`config.mk`:
```
export PLATFORM = sky130hd
export DESIGN_NAME = sevenseg_bcd_display
export DESIGN_NICKNAME = d
export VERILOG_FILES = /design/src/rtl/sevenseg_bcd_display.sv
export SDC_FILE = /design/constraint.sdc
export NUM_CORES = 1
export LEC_CHECK = 0
export CORE_ASPECT_RATIO = 0.8
export CORE_MARGIN = 4
export CORE_UTILIZATION = 29
export CTS_CLUSTER_SIZE = 40
export DETAILED_ROUTE_END_ITERATION = 10
export SETUP_SLACK_MARGIN = 0.3
export SLEW_MARGIN = 20
export SYNTH_ARGS = -nofsm -noshare
export SYNTH_HDL_FRONTEND = slang
export SYNTH_SLANG_ARGS = --single-unit
```
`constraint.sdc`:
```
create_clock -name clk -period 3.16 [get_ports clk]
set_clock_uncertainty 0.05 [all_clocks]
set_input_delay 0.632 -clock clk [delete_from_list [all_inputs] [get_ports clk]]
set_output_delay 0.632 -clock clk [all_outputs]
set_load 0.05 [all_outputs]
```
`src/rtl/sevenseg_bcd_display.sv`:
```
// Purpose: binary-to-BCD (double-dabble) converter driving a 4-digit multiplexed 7-seg display.
// Latency: value sampled in IDLE at cycle T -> conv_done at T+9 -> display register valid at T+10.
// Backpressure: none; the converter free-runs and value changes outside IDLE wait for the next IDLE.
//
// Ports:
//   clk, rst_n          single clock, synchronous active-low reset
//   value[7:0]          binary value to show; hex_mode / blank_lz are sampled with it
//   seg[6:0]            {g,f,e,d,c,b,a}, active-low, registered
//   dp                  decimal point, active-low, always off
//   an[3:0]             digit anodes, active-low, registered; an[0] is the rightmost digit
//   conv_done           one-cycle pulse while the new result is being latched for display
module sevenseg_bcd_display #(
  parameter int REFRESH_DIV = 100000
) (
  input  logic       clk,
  input  logic       rst_n,
  input  logic [7:0] value,
  input  logic       hex_mode,
  input  logic       blank_lz,
  output logic [6:0] seg,
  output logic       dp,
  output logic [3:0] an,
  output logic       conv_done
);

  localparam int            CW       = $clog2(REFRESH_DIV);
  localparam logic [CW-1:0] REF_LAST = CW'(REFRESH_DIV - 1);

  typedef enum logic [1:0] {
    S_IDLE,
    S_SHIFT,
    S_DONE
  } state_t;

  // Converter state
  state_t      state_q,   state_d;
  logic [2:0]  cnt_q,     cnt_d;
  logic [7:0]  bin_q,     bin_d;
  logic [11:0] bcd_q,     bcd_d;
  logic [7:0]  cap_val_q, cap_val_d;
  logic        cap_hex_q, cap_hex_d;
  logic        cap_blz_q, cap_blz_d;

  // Display register: only ever written with a finished conversion
  logic [11:0] disp_q,     disp_d;
  logic        disp_hex_q, disp_hex_d;
  logic        disp_blz_q, disp_blz_d;

  // Scan state
  logic [CW-1:0] ref_cnt_q, ref_cnt_d;
  logic [1:0]    idx_q,     idx_d;
  logic [6:0]    seg_q,     seg_d;
  logic [3:0]    an_q,      an_d;

  logic [11:0] adj;
  logic [3:0]  d0, d1, d2;
  logic [3:0]  nib;
  logic        blank;

  function automatic logic [6:0] font7(input logic [3:0] n);
    case (n)
      4'h0:    font7 = 7'b1000000;
      4'h1:    font7 = 7'b1111001;
      4'h2:    font7 = 7'b0100100;
      4'h3:    font7 = 7'b0110000;
      4'h4:    font7 = 7'b0011001;
      4'h5:    font7 = 7'b0010010;
      4'h6:    font7 = 7'b0000010;
      4'h7:    font7 = 7'b1111000;
      4'h8:    font7 = 7'b0000000;
      4'h9:    font7 = 7'b0010000;
      4'hA:    font7 = 7'b0001000;
      4'hB:    font7 = 7'b0000011;
      4'hC:    font7 = 7'b1000110;
      4'hD:    font7 = 7'b0100001;
      4'hE:    font7 = 7'b0000110;
      default: font7 = 7'b0001110;
    endcase
  endfunction

  // Converter FSM: next state and datapath
  always_comb begin
    state_d    = state_q;
    cnt_d      = cnt_q;
    bin_d      = bin_q;
    bcd_d      = bcd_q;
    cap_val_d  = cap_val_q;
    cap_hex_d  = cap_hex_q;
    cap_blz_d  = cap_blz_q;
    disp_d     = disp_q;
    disp_hex_d = disp_hex_q;
    disp_blz_d = disp_blz_q;
    conv_done  = 1'b0;

    // Add-3 correction on each BCD nibble before the shift.
    adj[3:0]   = (bcd_q[3:0]  >= 4'd5) ? bcd_q[3:0]  + 4'd3 : bcd_q[3:0];
    adj[7:4]   = (bcd_q[7:4]  >= 4'd5) ? bcd_q[7:4]  + 4'd3 : bcd_q[7:4];
    adj[11:8]  = (bcd_q[11:8] >= 4'd5) ? bcd_q[11:8] + 4'd3 : bcd_q[11:8];

    case (state_q)
      S_IDLE: begin
        cap_val_d = value;
        cap_hex_d = hex_mode;
        cap_blz_d = blank_lz;
        bin_d     = value;
        bcd_d     = 12'h000;
        cnt_d     = 3'd0;
        state_d   = S_SHIFT;
      end
      S_SHIFT: begin
        {bcd_d, bin_d} = {adj, bin_q} << 1;
        cnt_d          = cnt_q + 3'd1;
        if (cnt_q == 3'd7) begin
          state_d = S_DONE;
        end
      end
      S_DONE: begin
        disp_d     = cap_hex_q ? {4'h0, cap_val_q} : bcd_q;
        disp_hex_d = cap_hex_q;
        disp_blz_d = cap_blz_q;
        conv_done  = 1'b1;
        state_d    = S_IDLE;
      end
      default: begin
        state_d = S_IDLE;
      end
    endcase
  end

  // Scan: refresh divider, digit index, and per-slot segment/anode decode
  always_comb begin
    ref_cnt_d = ref_cnt_q + 1'b1;
    idx_d     = idx_q;
    if (ref_cnt_q == REF_LAST) begin
      ref_cnt_d = '0;
      idx_d     = idx_q + 2'd1;
    end

    d0    = disp_q[3:0];
    d1    = disp_q[7:4];
    d2    = disp_q[11:8];
    nib   = 4'h0;
    blank = 1'b0;

    case (idx_q)
      2'd0: begin
        nib = d0;
      end
      2'd1: begin
        nib = d1;
        // Decimal tens only blank when the hundreds digit is blank too.
        blank = disp_blz_q && (disp_hex_q ? (d1 == 4'h0) : ((d2 == 4'h0) && (d1 == 4'h0)));
      end
      2'd2: begin
        nib   = d2;
        blank = disp_hex_q || (disp_blz_q && (d2 == 4'h0));
      end
      default: begin
        blank = 1'b1;
      end
    endcase

    seg_d = blank ? 7'h7F : font7(nib);
    an_d  = blank ? 4'hF  : ~(4'b0001 << idx_q);
  end

  always_ff @(posedge clk) begin
    if (!rst_n) begin
      state_q    <= S_IDLE;
      cnt_q      <= 3'd0;
      bin_q      <= 8'h00;
      bcd_q      <= 12'h000;
      cap_val_q  <= 8'h00;
      cap_hex_q  <= 1'b0;
      cap_blz_q  <= 1'b0;
      disp_q     <= 12'h000;
      disp_hex_q <= 1'b0;
      disp_blz_q <= 1'b0;
      ref_cnt_q  <= '0;
      idx_q      <= 2'd0;
      seg_q      <= 7'h7F;
      an_q       <= 4'hF;
    end else begin
      state_q    <= state_d;
      cnt_q      <= cnt_d;
      bin_q      <= bin_d;
      bcd_q      <= bcd_d;
      cap_val_q  <= cap_val_d;
      cap_hex_q  <= cap_hex_d;
      cap_blz_q  <= cap_blz_d;
      disp_q     <= disp_d;
      disp_hex_q <= disp_hex_d;
      disp_blz_q <= disp_blz_d;
      ref_cnt_q  <= ref_cnt_d;
      idx_q      <= idx_d;
      seg_q      <= seg_d;
      an_q       <= an_d;
    end
  end

  assign seg = seg_q;
  assign an  = an_q;
  assign dp  = 1'b1;

endmodule

```
==> results by group, run 1 <==
Setup path
  – Critical Path Sink Type: flip-flop
  – Path depth of the worst reg2reg path: 9
  – Data arrival, critical path: 2.84 ns
  – CP Max Fanout: 6
  – Startpoint Class: flip-flop
  – FF-to-FF End: seg[3]
  – Worst R2R Setup Slack: 0.45 ns
  – Critical R2R Launch: idx_q[1]
  – Critical path class: flip-flop to flip-flop
  – Data required time of the worst path: 3.30 ns

Synth
  – Synth Area in Compound Gates: 0.1507
  – Main combinational cell family by area after synthesis: simple AND/OR/NAND/NOR gates
  – Post-Synth XOR/XNOR Area: 0.04406
  – Syn Inst Count: 407
  – Asr flop ratio synth: 0
  – Area leader, netlist: dfxtp_1
  – Simple-Gate Fraction of Synth Area: 0.1930
  – Mapped cell area: 0.003578 mm^2
  – Number of synthesized flops with an enable pin: 0
  – Multiplexer area fraction after synthesis: 0.06014
  – Syn Nets: 438
  – Sequential area share after synthesis: 0.4420
  – Most used DFF post-synth: dfxtp_1
  – Adder-cell share of the synthesized area: 0.06643
  – Average size of a mapped cell: 8.792 um^2
  – Top cells by area, synth: dfxtp_1 (44%), ha_1 (6.6%), nand2_1 (5.6%)
  – Synthesized flop and latch total: 79
  – Number of library cell types mapped by synthesis: 45
  – Synth top area share: 0.4420
  – Yosys Warn Count: 0

Floorplan
  – # IOs: 25
  – Starting Density: 0.3038
  – Die height: 107.4 um
  – Die Wd: 132.2 um
  – Num rows: 35
  – Die area: 0.01419 mm^2
  – Core footprint: 0.01178 mm^2

Finish
  – Synth-to-layout area growth: 19.89%
  – Share of layout cells above drive strength 1: 0.07407
  – Layout Cells excl Fill: 580
  – Fillcell total: 1178
  – Post-layout nets: 459
  – Commonest non-fill, non-tap cell in the layout: dfxtp_1
  – Commonest cells after routing, fill and taps aside: dfxtp_1 (79), nand2_1 (53), nor2_1 (44), a21oi_1 (37), clkdlybuf4s50_1 (22)
  – Ant. Diodes: 0

Global route
  – GRT Util Overall: 0.1079
  – Initial antenna violation count: 0
  – Total grt overflow: 0
  – Vias in the first global route: 2750
  – Largest net degree at the start of global routing: 24
  – First-pass GRT wire length: 12590 um

Clock tree
  – CTS Hold Buffers Added: 0
  – CTS clk-pin slew, worst paths: 0.06 ns
  – Worst-skew pair later-pin latency: 0.33 ns
  – Postcts setup bufs: 0
  – Total CTS buffers: 9
  – Longest Clk Path Bufs: 2
  – Sink Count: 79
  – H-tree Lvls: 3
  – Clock Root Buffer: clkbuf_16
  – CTS resizes: 0
  – TritonCTS clock tree: done

Drt
  – Drt first pass iters: 5
  – Routed vias/inst: 4.888
  – Total Wirelength: 7387 um
  – DRC errors left: 0
  – Routed len/inst: 12.74 um
  – Total number of vias: 2835
  – ANT nets after route: 0
  – 1st-iter DRT viols: 264

STA
  – Fmax: 369.3 MHz
  – RSZ-0062 raised after global routing: no
  – Slew headroom: 0.4698
  – Hold Fails Final Rpt: 0
  – Number of max-slew violations in the final report: 0
  – Setup-failing EPs final: 0
  – TNS Setup: 0 ns
  – Period minus WS final: 2.708 ns
  – Least-Margin Pin Slew: 0.7953 ns
  – Final Cycle Share: 0.8568

Power
  – PD cells: 545.1 mW/mm^2
  – VDD IR max: 0.2284 mV
  – Leak pwr: 1.607 nW

Outcome
  – Status: complete, no violations

Place
  – Cell Count Post-Placement: 565
  – Routability cong.: 0.8456
  – DP HPWL: 5410 um
  – Port Buffers: 23

Hold path
  – Hold path cells: 2
  – HP Class: flip-flop to flip-flop
  – HP Start: cap_val_q[1]
  – Hold Path Sink: cap_val_q[1]

Run
  – Max-cap violations: 0
how the worst max path moves through the flow:
stage | depth (start not counted) | start | slack, ns | endpoint
after detailed placement | 9 | idx_q[1] | 0.54 | seg[3]
after global routing | 9 | idx_q[1] | 0.34 | seg[0]
after floorplan | 9 | idx_q[1] | 0.92 | seg[3]
final | 9 | idx_q[1] | 0.45 | seg[3]
after CTS | 9 | idx_q[1] | 0.51 | seg[3]
after global placement | 9 | idx_q[0] | 0.72 | seg[1]
state kept, by name, summed over array words and instances (netlist names):
name,flops
disp_hex_q,1
cnt_q,3
cap_hex_q,1
cap_val_q,8
cap_blz_q,1
disp_blz_q,1
an,4
seg,7
bin_q,8
idx_q,2
ref_cnt_q,17
disp_q,12
state_q,2
bcd_q,12
cells in the mapped netlist, drive strengths merged, types with 4 or more instances:
library cell   n
mux2           4
o211ai         4
a222oi         4
nand2         53
or3            9
xnor2         12
buf            6
ha            19
mux2i         17
o21ai         13
nor2          44
a211oi         8
or2            5
nand2b         4
xor2           6
nor4           5
nor3           4
nand3         11
clkbuf        11
inv           19
a21oi         37
dfxtp         79
logic make-up (layout without fill, tap and decap cells):
group,Yosys count,after routing
fa+ha+maj,19,19
compound gates,84,84
flops,79,79
other cells,1,1
mux,21,21
xor+xnor,18,18
simple gates,148,148
buf+inv,37,62
critical path, stage by stage (launching register included):
cell and delay [ns]:
dfxtp_1 0.39, inv_1 0.09, ha_1 0.26, a222oi_1 0.76, or2_2 0.28, inv_1 0.07
ha_1 0.25, mux2_2 0.27, nand2_1 0.06, o211ai_1 0.08
metal layers:
layer	part of all wire	vias to the layer above	global-route usage
met1	0.51	1292	0.1459
met2	0.41	69	0.1614
li1	-	1464	-
met3	0.063	10	0.03972
met5	0	-	0
met4	0.012	0	0.03116
power breakdown:
part	total (mW)	switching (mW)	internal (mW)
sequential	1.04	0.0199	1.02
clock	1.19	0.378	0.810
combinational	0.111	0.0654	0.0457
total	2.34	0.463	1.88
final cells by class:
class | instances | area (um^2) | area share
clock buffer | 12 | 256.5 | 0.05978
clock inverter | 3 | 90.09 | 0.02100
inverter | 20 | 75.07 | 0.01750
multi-input combinational | 291 | 1844 | 0.4299
sequential | 79 | 1582 | 0.3686
tap | 148 | 185.2 | 0.04316
timing repair buffer | 27 | 257.7 | 0.06008
through the flow:
step	util	hold WS (ns)	setup slack, ns	total power [mW]	area [um^2]
4_1_cts	0.3642	0.4150	0.5060	2.367	4290
5_1_grt	0.3642	0.4385	0.3385	2.419	4290
3_5_place_dp	0.3348	0.4088	0.5385	1.174	3944
3_3_place_gp	0.3348	0.3951	0.7156	1.170	3944
2_1_floorplan	-	0.3754	0.9186	1.132	3578
6_report	0.3642	0.4143	0.4524	2.339	4290
Power figures use the tool's default switching activity.
==> inputs of run 2 (changes only) <==
--- a/config.mk
+++ b/config.mk
@@ -8,10 +8,10 @@
 export CORE_ASPECT_RATIO = 0.8
 export CORE_MARGIN = 4
 export CORE_UTILIZATION = 29
+export CTS_CLUSTER_DIAMETER = 100
 export CTS_CLUSTER_SIZE = 40
 export DETAILED_ROUTE_END_ITERATION = 10
 export SETUP_SLACK_MARGIN = 0.3
-export SLEW_MARGIN = 20
 export SYNTH_ARGS = -nofsm -noshare
 export SYNTH_HDL_FRONTEND = slang
 export SYNTH_SLANG_ARGS = --single-unit
==> results of run 2 <==
Same layout as run 1: the final DEF is identical, and so are final timing and power.
